### src/rtl/shift_seq_ctrl_if.sv
// ---------------------------------------------------------------------------
// shift_seq_ctrl_if
// Request/response bundle between a job producer and shift_seq_ctrl.
//   req_valid/req_ready : job handshake (producer -> controller)
//   req_op              : 0 rotate-left, 1 rotate-right, 2 shift-right+fill,
//                         3 load only
//   req_data            : seed word
//   req_count           : number of shift/rotate steps
//   req_fill            : serial bit inserted at the MSB on shift-right
//   rsp_valid/rsp_ready : result handshake (controller -> consumer)
//   rsp_data            : result word
// The master modport is the job producer / result consumer side; the slave
// modport is the controller side.
// ---------------------------------------------------------------------------
interface shift_seq_ctrl_if #(
    parameter int WIDTH = 8,
    parameter int CNT_W = 4
) ();
    logic             req_valid;
    logic             req_ready;
    logic [1:0]       req_op;
    logic [WIDTH-1:0] req_data;
    logic [CNT_W-1:0] req_count;
    logic             req_fill;
    logic             rsp_valid;
    logic             rsp_ready;
    logic [WIDTH-1:0] rsp_data;

    modport master (
        output req_valid, req_op, req_data, req_count, req_fill, rsp_ready,
        input  req_ready, rsp_valid, rsp_data
    );

    modport slave (
        input  req_valid, req_op, req_data, req_count, req_fill, rsp_ready,
        output req_ready, rsp_valid, rsp_data
    );
endinterface

### src/rtl/shift_seq_ctrl.sv
// ---------------------------------------------------------------------------
// shift_seq_ctrl
// Sequencer owning the cmd/par_in/ser_in inputs of one shift register.
// A job (op, seed, step count, fill bit) is accepted over the request port,
// the register is loaded once, shifted/rotated exactly `count` times and the
// result is presented on the response port until consumed.
//
// The shift register has no hold command, so whenever the controller wants
// the register to keep its value it issues Load with par_in = data_out.
//
// Ports:
//   clk          system clock, rising edge
//   rst          synchronous, active-high reset
//   bus          request/response bundle (slave side)
//   busy         high in any state other than IDLE
//   sr_cmd       to register: 0 Load, 1 RotateLeft, 2 RotateRight,
//                3 ShiftRight
//   sr_par_in    to register parallel input
//   sr_ser_in    to register serial input (MSB side on shift-right)
//   sr_data_out  from register parallel output
// ---------------------------------------------------------------------------
module shift_seq_ctrl #(
    parameter int WIDTH = 8,
    parameter int CNT_W = 4
) (
    input  logic                  clk,
    input  logic                  rst,
    shift_seq_ctrl_if.slave       bus,
    output logic                  busy,
    output logic [1:0]            sr_cmd,
    output logic [WIDTH-1:0]      sr_par_in,
    output logic                  sr_ser_in,
    input  logic [WIDTH-1:0]      sr_data_out
);

    typedef enum logic [1:0] {
        S_IDLE = 2'd0,
        S_LOAD = 2'd1,
        S_RUN  = 2'd2,
        S_RESP = 2'd3
    } state_t;

    localparam logic [1:0] CMD_LOAD  = 2'd0;
    localparam logic [1:0] OP_SRFILL = 2'd2;
    localparam logic [1:0] OP_LOADONLY = 2'd3;

    localparam logic [CNT_W-1:0] CNT_ZERO = '0;
    localparam logic [CNT_W-1:0] CNT_ONE  = {{(CNT_W-1){1'b0}}, 1'b1};

    state_t           state_q, state_d;
    logic [1:0]       op_q, op_d;
    logic [WIDTH-1:0] data_q, data_d;
    logic [CNT_W-1:0] count_q, count_d;
    logic             fill_q, fill_d;
    logic [CNT_W-1:0] rem_q, rem_d;

    // -----------------------------------------------------------------------
    // State and job registers
    // -----------------------------------------------------------------------
    always_ff @(posedge clk) begin
        if (rst) begin
            state_q <= S_IDLE;
            op_q    <= '0;
            data_q  <= '0;
            count_q <= '0;
            fill_q  <= 1'b0;
            rem_q   <= '0;
        end else begin
            state_q <= state_d;
            op_q    <= op_d;
            data_q  <= data_d;
            count_q <= count_d;
            fill_q  <= fill_d;
            rem_q   <= rem_d;
        end
    end

    // -----------------------------------------------------------------------
    // Next state and register-side outputs
    // -----------------------------------------------------------------------
    always_comb begin
        state_d   = state_q;
        op_d      = op_q;
        data_d    = data_q;
        count_d   = count_q;
        fill_d    = fill_q;
        rem_d     = rem_q;
        // Default is the hold rule: reload the register with its own value.
        sr_cmd    = CMD_LOAD;
        sr_par_in = sr_data_out;
        sr_ser_in = 1'b0;

        case (state_q)
            S_IDLE: begin
                // req_ready is high here; a reset in the same cycle is
                // overridden by the register process.
                if (bus.req_valid) begin
                    op_d    = bus.req_op;
                    data_d  = bus.req_data;
                    count_d = bus.req_count;
                    fill_d  = bus.req_fill;
                    state_d = S_LOAD;
                end
            end

            S_LOAD: begin
                sr_par_in = data_q;
                if ((count_q == CNT_ZERO) || (op_q == OP_LOADONLY)) begin
                    state_d = S_RESP;
                end else begin
                    rem_d   = count_q;
                    state_d = S_RUN;
                end
            end

            S_RUN: begin
                // op 0/1/2 map directly onto register commands 1/2/3.
                sr_cmd    = op_q + 2'd1;
                sr_ser_in = (op_q == OP_SRFILL) ? fill_q : 1'b0;
                rem_d     = rem_q - CNT_ONE;
                if (rem_q == CNT_ONE) begin
                    state_d = S_RESP;
                end
            end

            S_RESP: begin
                if (bus.rsp_ready) begin
                    state_d = S_IDLE;
                end
            end

            default: begin
                state_d = S_IDLE;
            end
        endcase

        // While reset is asserted the register must not move, whatever
        // state we were in.
        if (rst) begin
            sr_cmd    = CMD_LOAD;
            sr_par_in = sr_data_out;
            sr_ser_in = 1'b0;
        end
    end

    // -----------------------------------------------------------------------
    // Handshake outputs
    // -----------------------------------------------------------------------
    assign bus.req_ready = (state_q == S_IDLE) && !rst;
    assign bus.rsp_valid = (state_q == S_RESP);
    assign bus.rsp_data  = sr_data_out;
    assign busy          = (state_q != S_IDLE);

endmodule

### src/flat_wrapper.sv
// flat-port wrapper written by rule: the top's interface ports become plain ports
module shift_seq_ctrl_flat 
#(
    parameter int WIDTH = 8,
    parameter int CNT_W = 4
)
  (clk, rst, busy, sr_cmd, sr_par_in, sr_ser_in, sr_data_out, bus_req_valid, bus_req_op, bus_req_data, bus_req_count, bus_req_fill, bus_rsp_ready, bus_req_ready, bus_rsp_valid, bus_rsp_data);
  shift_seq_ctrl_if #(.WIDTH(WIDTH), .CNT_W(CNT_W)) bus_i ();
  input  logic clk;
  input  logic rst;
  output logic busy;
  output logic [1:0] sr_cmd;
  output logic [WIDTH-1:0] sr_par_in;
  output logic sr_ser_in;
  input  logic [WIDTH-1:0] sr_data_out;
  input wire logic [$bits(bus_i.req_valid)-1:0] bus_req_valid;
  input wire logic [$bits(bus_i.req_op)-1:0] bus_req_op;
  input wire logic [$bits(bus_i.req_data)-1:0] bus_req_data;
  input wire logic [$bits(bus_i.req_count)-1:0] bus_req_count;
  input wire logic [$bits(bus_i.req_fill)-1:0] bus_req_fill;
  input wire logic [$bits(bus_i.rsp_ready)-1:0] bus_rsp_ready;
  output wire logic [$bits(bus_i.req_ready)-1:0] bus_req_ready;
  output wire logic [$bits(bus_i.rsp_valid)-1:0] bus_rsp_valid;
  output wire logic [$bits(bus_i.rsp_data)-1:0] bus_rsp_data;
  assign bus_i.req_valid = bus_req_valid;
  assign bus_i.req_op = bus_req_op;
  assign bus_i.req_data = bus_req_data;
  assign bus_i.req_count = bus_req_count;
  assign bus_i.req_fill = bus_req_fill;
  assign bus_i.rsp_ready = bus_rsp_ready;
  assign bus_req_ready = bus_i.req_ready;
  assign bus_rsp_valid = bus_i.rsp_valid;
  assign bus_rsp_data = bus_i.rsp_data;
  shift_seq_ctrl #(.WIDTH(WIDTH), .CNT_W(CNT_W)) u_core (.clk(clk), .rst(rst), .bus(bus_i), .busy(busy), .sr_cmd(sr_cmd), .sr_par_in(sr_par_in), .sr_ser_in(sr_ser_in), .sr_data_out(sr_data_out));
endmodule
### config.mk
export PLATFORM = sky130hd
export DESIGN_NAME = shift_seq_ctrl_flat
export DESIGN_NICKNAME = d
export VERILOG_FILES = /design/src/rtl/shift_seq_ctrl_if.sv /design/src/rtl/shift_seq_ctrl.sv /design/src/flat_wrapper.sv
export SDC_FILE = /design/constraint.sdc
export NUM_CORES = 1
export LEC_CHECK = 0
export CAP_MARGIN = 20
export CELL_PAD_IN_SITES_DETAIL_PLACEMENT = 0
export CELL_PAD_IN_SITES_GLOBAL_PLACEMENT = 1
export CORE_ASPECT_RATIO = 2
export CORE_MARGIN = 1
export CORE_UTILIZATION = 32
export CTS_CLUSTER_SIZE = 30
export DETAILED_ROUTE_END_ITERATION = 12
export PLACE_DENSITY = 0.89
export SLEW_MARGIN = 20
export SYNTH_ARGS = -nofsm -noshare
export SYNTH_HDL_FRONTEND = slang
export SYNTH_SLANG_ARGS = --single-unit
export TNS_END_PERCENT = 30
### constraint.sdc
create_clock -name clk -period 2.5 [get_ports clk]
set_input_delay 0.375 -clock clk [delete_from_list [all_inputs] [get_ports clk]]
set_output_delay 0.375 -clock clk [all_outputs]
set_load 0.01 [all_outputs]
==> results of run 1 <==
## metrics by stage
step | utilization [%] | worst slack [ns] | power (mW) | std cells | hold WS, ns
floorplan | - | 0.734 | 0.946 | 146 | 0.428
finish | 50.3 | 0.120 | 1.45 | 235 | 0.455
detailed placement | 48.5 | 0.120 | 1.23 | 231 | 0.447
global route | 50.3 | 0.0243 | 1.56 | 235 | 0.477
CTS | 49.8 | 0.00689 | 1.46 | 235 | 0.458
global placement | 48.5 | 0.135 | 1.19 | 231 | 0.440
## flip-flops by register name, summed over array words and instances, names as in the netlist
signal / cells
u_core.count_q: 4
u_core.data_q: 8
u_core.fill_q: 1
u_core.op_q: 2
u_core.rem_q: 4
u_core.state_q: 2
## kinds of logic after synthesis
group                      Yosys count
and+or+nand+nor                     52
muxes                               11
AOI/OAI and AO/OA                   30
DFF                                 21
buffers and inverters               23
adders and majority gates            9
## synth_stat cells (all sizes together)
cell / instances
nand2: 33
dfxtp: 21
a21oi: 19
ha: 9
inv: 9
buf: 8
mux2: 8
nor2: 7
clkbuf: 6
nand2b: 4
o21ai: 4
mux2i: 3
nor4: 2
a211o: 1
a211oi: 1
a21o: 1
a222oi: 1
a22oi: 1
a2bb2oi: 1
and4b: 1
nand3: 1
nand3b: 1
nor2b: 1
o31a: 1
or2: 1
or3b: 1
## per-layer routing
| layer | vias up | wire (µm) |
|---|---|---|
| met1 | 512 | 1090 |
| met2 | 35 | 1640 |
| met4 | 0 | 97 |
| met3 | 7 | 91 |
| met5 | - | 0 |
| li1 | 564 | - |
## final cells by class
cell class,instances,share of cell area [%]
inverter,9,1.95
timing repair buffer,51,30.3
multi-input combinational,102,37.5
sequential,21,24.3
tap,48,3.46
clock buffer,4,2.59
## timing repair
item | CTS | global route
setup buffers | 0 | 0
hold endpoints to repair | 0 | 0
setup endpoints to repair | 0 | 11
resized for setup | 0 | 7
## power groups by stage
stage               sequential [mW]  combinational (mW)  clock [mW]
CTS                           0.475               0.753       0.227
finish                        0.478               0.746       0.222
global placement              0.478               0.714           0
global route                  0.491               0.824       0.243
floorplan                     0.465               0.481           0
detailed placement            0.483               0.749           0
## cell usage in the layout (no fill, tap or decap), types with 4 or more instances in the layout
master	netlist	routed
clkdlybuf4s50_1	0	44
inv_1	9	9
nand2_1	33	33
mux2_2	8	8
a21oi_1	19	19
nand2b_1	4	4
dfxtp_1	21	20
ha_1	9	7
dlymetal6s2s_1	0	4
nor2_1	7	7
## tightest hold or removal path: cells and delay by family, from the launching register on
kind,cells,cell delay (ns)
and+or+nand+nor,1,0.05
DFF,1,0.31
AOI/OAI and AO/OA,1,0.05
## worst max-delay path by stage
stage                     cells after the start  slack [ns]           end                            from
final                                         6        0.12  sr_par_in[3]  u_core.state_q[1]$_SDFFE_PP0P_
after global routing                          6        0.02  sr_par_in[3]  u_core.state_q[1]$_SDFFE_PP0P_
after CTS                                     6       0.007  sr_par_in[7]  u_core.state_q[1]$_SDFFE_PP0P_
after detailed placement                      5        0.12  sr_par_in[7]                             rst
after global placement                        5        0.14  sr_par_in[7]                             rst
after floorplan                               5        0.73  sr_par_in[0]  u_core.state_q[1]$_SDFFE_PP0P_
==> results.md, run 1 <==
- Starting Density: 34.2%
- Sum Neg Setup Slack: 0 ns
- Max Slew Vio Count: 0
- RSZ-0062 raised after global routing: no
- Clock share of power: 15.3%
- Global-route usage over all layers: 15.4%
- Register area share after synthesis: 35.6%
- CP required: 2.12 ns
- Total gr overflow: 0
- H-tree level count: 1
- Delay-heaviest family, CP: buffers and inverters
- Number of global-route vias before repair: 1117
- Max-Cap Viols: 0
- Hold Startpoint: u_core.data_q[0]$_SDFFE_PP0P_
- Top Ports: 49
- Post-DRT Antenna Nets: 0
- NumNets Final: 224
- Synth Cell Area: 1180 µm²
- Final HPWL DP: 2260 µm
- Reg power frac: 33.1%
- CTS clock-pin slew for the worst setup and hold paths: 0.07 ns
- R2R depth: 5
- CP Cell Sequence: inv_1, ha_2, nand2b_1, buf_12, mux2_2, clkdlybuf4s50_1
- Final instance area: 1740 µm²
- Sequential Area: 422 µm²
- Initial drt markers: 15
- Pwr dens: 832 nW/µm²
- Vias per cell: 4.76
- Layout cells sized above 1: 11.2%
- DP Area: 1680 µm²
- Sink Count: 21
- Hold Path End: u_core.data_q[0]$_SDFFE_PP0P_
- Leakage: 0.701 nW
- Diodes inserted: 0
- Initial antenna violation count: 0
- Worst flop-to-flop path startpoint: u_core.rem_q[0]$_SDFFE_PP0P_
- Worst Setup End Kind: output pin
- Post-synthesis compound-gate area fraction: 15.2%
- Slowest cell on crit path: clkdlybuf4s50_1
- Synth Area in Adders: 9.52%
- Yosys top cell by area: dfxtp_1
- Crit path buffers/inverters: 3
- Synth Area in Simple Gates: 19.7%
- Syn nets: 182
- Sw Pwr: 0.545 mW
- Cell-internal power: 0.901 mW
- Mux cell area share after synthesis: 10.2%
- Reg-to-reg slack, setup: 0.66 ns
- Max Fclk: 0.420 GHz
- Critical Path AT: 2.00 ns
- Fill count: 354
- Final setup viols: 0
- CTS Root Cell: clkbuf_8
- Total CTS buffers: 3
- Xor/xnor share of the synthesized area: 0%
- Largest net degree at the start of global routing: 24
- DIE WIDTH: 45.0 µm
- Worst Max-Slew Pin Slew: 0.526 ns
- Die Area: 3960 µm²
- CP Max Fanout: 8
- Switching part of the total: 37.7%
- Average cell area after synthesis: 8.10 µm²
- Combinational family with the most area after synthesis: simple AND/OR/NAND/NOR gates
- WS Path Type: reg2out
- Area contributors post-synth: dfxtp_1 (36%), nand2_1 (10%), ha_1 (9.5%)
- Busiest metal layer after global routing: met2
- Clk_lat worst skew: 0.26 ns
- Max rail drop VDD: 0.000577 V
- Multi-input gate area: 651 µm²
- Status: complete, no violations
- Layout area overhead: 46.9%
- Synth warn: 0
- DRT Pass-1 Iters: 4
- Hold Path Class: reg2reg
- Worst path max stage delay: 0.48 ns
- Crit share post-route: 95.2%
- Residual DRC count: 0
- Clock Tree Buf Depth: 2
- Hold Buf Count CTS: 0
- Cells after Synth: 146
- Met2 usage: 28.7%
- Register bit total from synthesis: 21
- Max-slew headroom: 64.8%
- Combinational share of power: 51.6%
- Met3 Use GR: 1.24%
- Wirelength per Cell: 12.4 µm
- Hold depth: 2
- CP Launch Type: register
- Post-synth top area share: 35.6%
- Final min period: 2.38 ns
- Synth cell types: 27
- Reg-to-Reg End: u_core.state_q[0]$_SDFFE_PP0P_
- Final GP Congestion: 0.720
- CTS tree: yes
- Vias: 1118
- Die Ht: 88.0 µm
- Setup Skew: 0.00125 ns
- First-pass GRT wire length: 4510 µm
- IO Port Bufs: 48
- Final WL: 2920 µm
- GRT met1 Usage: 14.4%
- Core area: 3450 µm²
- Final hold vios: 0
- Rows: 30
Note: power is estimated with default switching activity, not from simulation.
==> run 2, diff against run 1 <==
--- a/config.mk
+++ b/config.mk
@@ -13,7 +13,7 @@
 export CORE_UTILIZATION = 32
 export CTS_CLUSTER_SIZE = 30
 export DETAILED_ROUTE_END_ITERATION = 12
-export PLACE_DENSITY = 0.89
+export PLACE_DENSITY = 0.91
 export SLEW_MARGIN = 20
 export SYNTH_ARGS = -nofsm -noshare
 export SYNTH_HDL_FRONTEND = slang
==> results.md, run 2 (synthesis results as in run 1) <==
- Status: complete, no violations
- Diodes inserted: 0 (unchanged)
- Initial drt markers: 21 (+6)
- Largest register FFs: 8 (unchanged)
- Final GP Congestion: 0.802 (+11%)
- Total gr overflow: 0 (unchanged)
- Worst path max stage delay: 0.55 ns (+0.07 ns)
- CP required: 2.12 ns (about the same)
- Fin Hold WS: 0.457 ns (+0.00227 ns)
- Final WL: 3100 µm (+6.2%)
- Vias: 1128 (+0.89%)
- Number of global-route vias before repair: 1095 (-2.0%)
- Commonest cells after routing, fill and taps aside: clkdlybuf4s50_1 (40), nand2_1 (33), dfxtp_1 (20)
- Setup Skew: 0.00632 ns (+0.00508 ns)
- Post-DRT Antenna Nets: 0 (unchanged)
- Commonest non-fill, non-tap cell in the layout: clkdlybuf4s50_1
- Clk_lat worst skew: 0.26 ns (about the same)
- Layout area overhead: 48.6%
- DRT Pass-1 Iters: 4 (unchanged)
- R2R depth: 5 (unchanged)
- Residual DRC count: 0 (unchanged)
- RSZ-0062 raised after global routing: no
- First-pass GRT wire length: 4880 µm (+8.3%)
- Pwr dens: 829 nW/µm² (-0.41%)
- Final min period: 2.13 ns (-0.246 ns)
- Largest Register: u_core.data_q
- Vias per cell: 4.76 (about the same)
- Leakage: 0.754 nW (+7.6%)
- Final hold vios: 0 (unchanged)
- Final Instance Count excl. Fillers: 237 (+0.85%)
- Die Area: 3960 µm² (unchanged)
- Max-slew headroom: 64.3% (-0.52 points)
- Rows: 30 (unchanged)
- CTS Root Cell: clkbuf_8
- Max Fclk: 0.469 GHz (+12%)
- Hold Path Class: reg2reg
- GRT met1 Usage: 17.7% (+3.3 points)
- Cell-internal power: 0.908 mW (+0.78%)
- Final HPWL DP: 2430 µm (+7.5%)
- Combinational share of power: 51.9% (+0.3 points)
- Busiest metal layer after global routing: met2
- Total CTS buffers: 3 (unchanged)
- Slowest cell on crit path: clkdlybuf4s50_1
- Top Ports: 49 (unchanged)
- Global-route usage over all layers: 16.8% (+1.4 points)
- Starting Density: 34.2% (unchanged)
- Most frequent CP cell: inv_1
- Final setup viols: 0 (unchanged)
- WS Path Type: reg2out
- Max Slew Vio Count: 0 (unchanged)
- Met3 Use GR: 2.47% (+1.2 points)
- Sum Neg Setup Slack: 0 ns (unchanged)
- DIE WIDTH: 45.0 µm (unchanged)
- CTS tree: yes
- Initial antenna violation count: 0 (unchanged)
- Sink Count: 21 (unchanged)
- Hold depth: 2 (unchanged)
- Worst Max-Slew Pin Slew: 0.534 ns (+0.00779 ns)
- Worst Setup End Kind: output pin
- NumNets Final: 226 (+0.89%)
- H-tree level count: 1 (unchanged)
- Largest regs: u_core.data_q: 8 flops, u_core.count_q: 4 flops, u_core.rem_q: 4 flops
- CP Cell Sequence: inv_1, ha_1, inv_1, nor2_1, clkdlybuf4s50_1
- Met2 usage: 29.2% (+0.53 points)
- Reg power frac: 32.8% (-0.3 points)
- IO Port Bufs: 48 (unchanged)
- Sw Pwr: 0.549 mW (+0.65%)
- Critical Path AT: 1.76 ns (-0.24 ns)
- Max rail drop VDD: 0.000508 V (-12%)
- Switching part of the total: 37.7% (about the same)
- Largest net degree at the start of global routing: 23 (-4.2%)
- Inst Count DP: 233 (+0.87%)
- Crit share post-route: 85.3% (-9.8 points)
- Clock Tree Buf Depth: 2 (unchanged)
- Die Ht: 88.0 µm (unchanged)
- Max-Cap Viols: 0 (unchanged)
- Clock share of power: 15.2% (about the same)
- CP Max Fanout: 4 (-4)
- CP Launch Type: register
- Wirelength per Cell: 13.1 µm (+5.3%)
- Core area: 3450 µm² (unchanged)
- Layout cells sized above 1: 11.1% (-0.12 points)
- CTS clock-pin slew for the worst setup and hold paths: 0.08 ns (about the same)
run 2: cell count changes in the layout (fill, tap and decap cells not counted):
cell | previous run | this run
buf_4 | 2 | 4
clkdlybuf4s50_1 | 44 | 40
dlymetal6s2s_1 | 4 | 8
ha_1 | 7 | 9
ha_2 | 2 | 0
run 2: area by class of cell:
type / instances / area, µm²
inverter: 9 / 33.8
tap: 48 / 60.1
timing repair buffer: 53 / 551
fill: 337 / 1700
clock buffer: 4 / 45.0
multi-input combinational: 102 / 646
sequential: 21 / 422
run 2: timing repair:
| action | 4_1_cts | 5_1_grt |
|---|---|---|
| endpoints found under the setup margin | 0 | 8 |
| hold buffers | 0 | 0 |
| resized for setup | 0 | 9 |
| buffers inserted | 0 | 0 |
run 2: worst max-delay path: cells and delay by family, from the launching register on:
family,cells,cell delay (ns)
flops,1,0.35
fa+ha+maj,1,0.25
simple gates,1,0.11
buf+inv,3,0.80
run 2: power groups by stage:
| stage | sequential (mW) | clock [mW] | combinational (mW) |
|---|---|---|---|
| 6_report | 0.478 | 0.222 | 0.756 |
| 5_1_grt | 0.489 | 0.248 | 0.846 |
| 4_1_cts | 0.477 | 0.232 | 0.767 |
| 3_5_place_dp | 0.485 | 0 | 0.766 |
| 3_3_place_gp | 0.478 | 0 | 0.737 |
| 2_1_floorplan | 0.465 | 0 | 0.481 |
run 2: worst paths after layout:
check | from | end | slack [ns]
worst max-delay path | u_core.state_q[0]$_SDFFE_PP0P_ | bus_req_ready | 0.37
worst min-delay path | u_core.data_q[1]$_SDFFE_PP0P_ | u_core.data_q[1]$_SDFFE_PP0P_ | 0.46
worst max register to register | u_core.rem_q[0]$_SDFFE_PP0P_ | u_core.state_q[0]$_SDFFE_PP0P_ | 0.71
worst min register to register | u_core.data_q[1]$_SDFFE_PP0P_ | u_core.data_q[1]$_SDFFE_PP0P_ | 0.46
run 2: through the flow:
step,setup WS [ns],util (%),total power [mW],cell area (µm²)
finish,0.366,50.9,1.46,1760
global route,0.258,50.9,1.58,1760
CTS,0.0105,50.3,1.48,1740
detailed placement,0.0918,48.9,1.25,1690
global placement,0.116,48.9,1.22,1690
floorplan,0.734,-,0.946,1180
run 2: layer usage:
metal,share of wire [%],wire length [µm]
met5,0,0
met4,3.8,117
met3,2.7,84
met2,59,1830
met1,35,1070
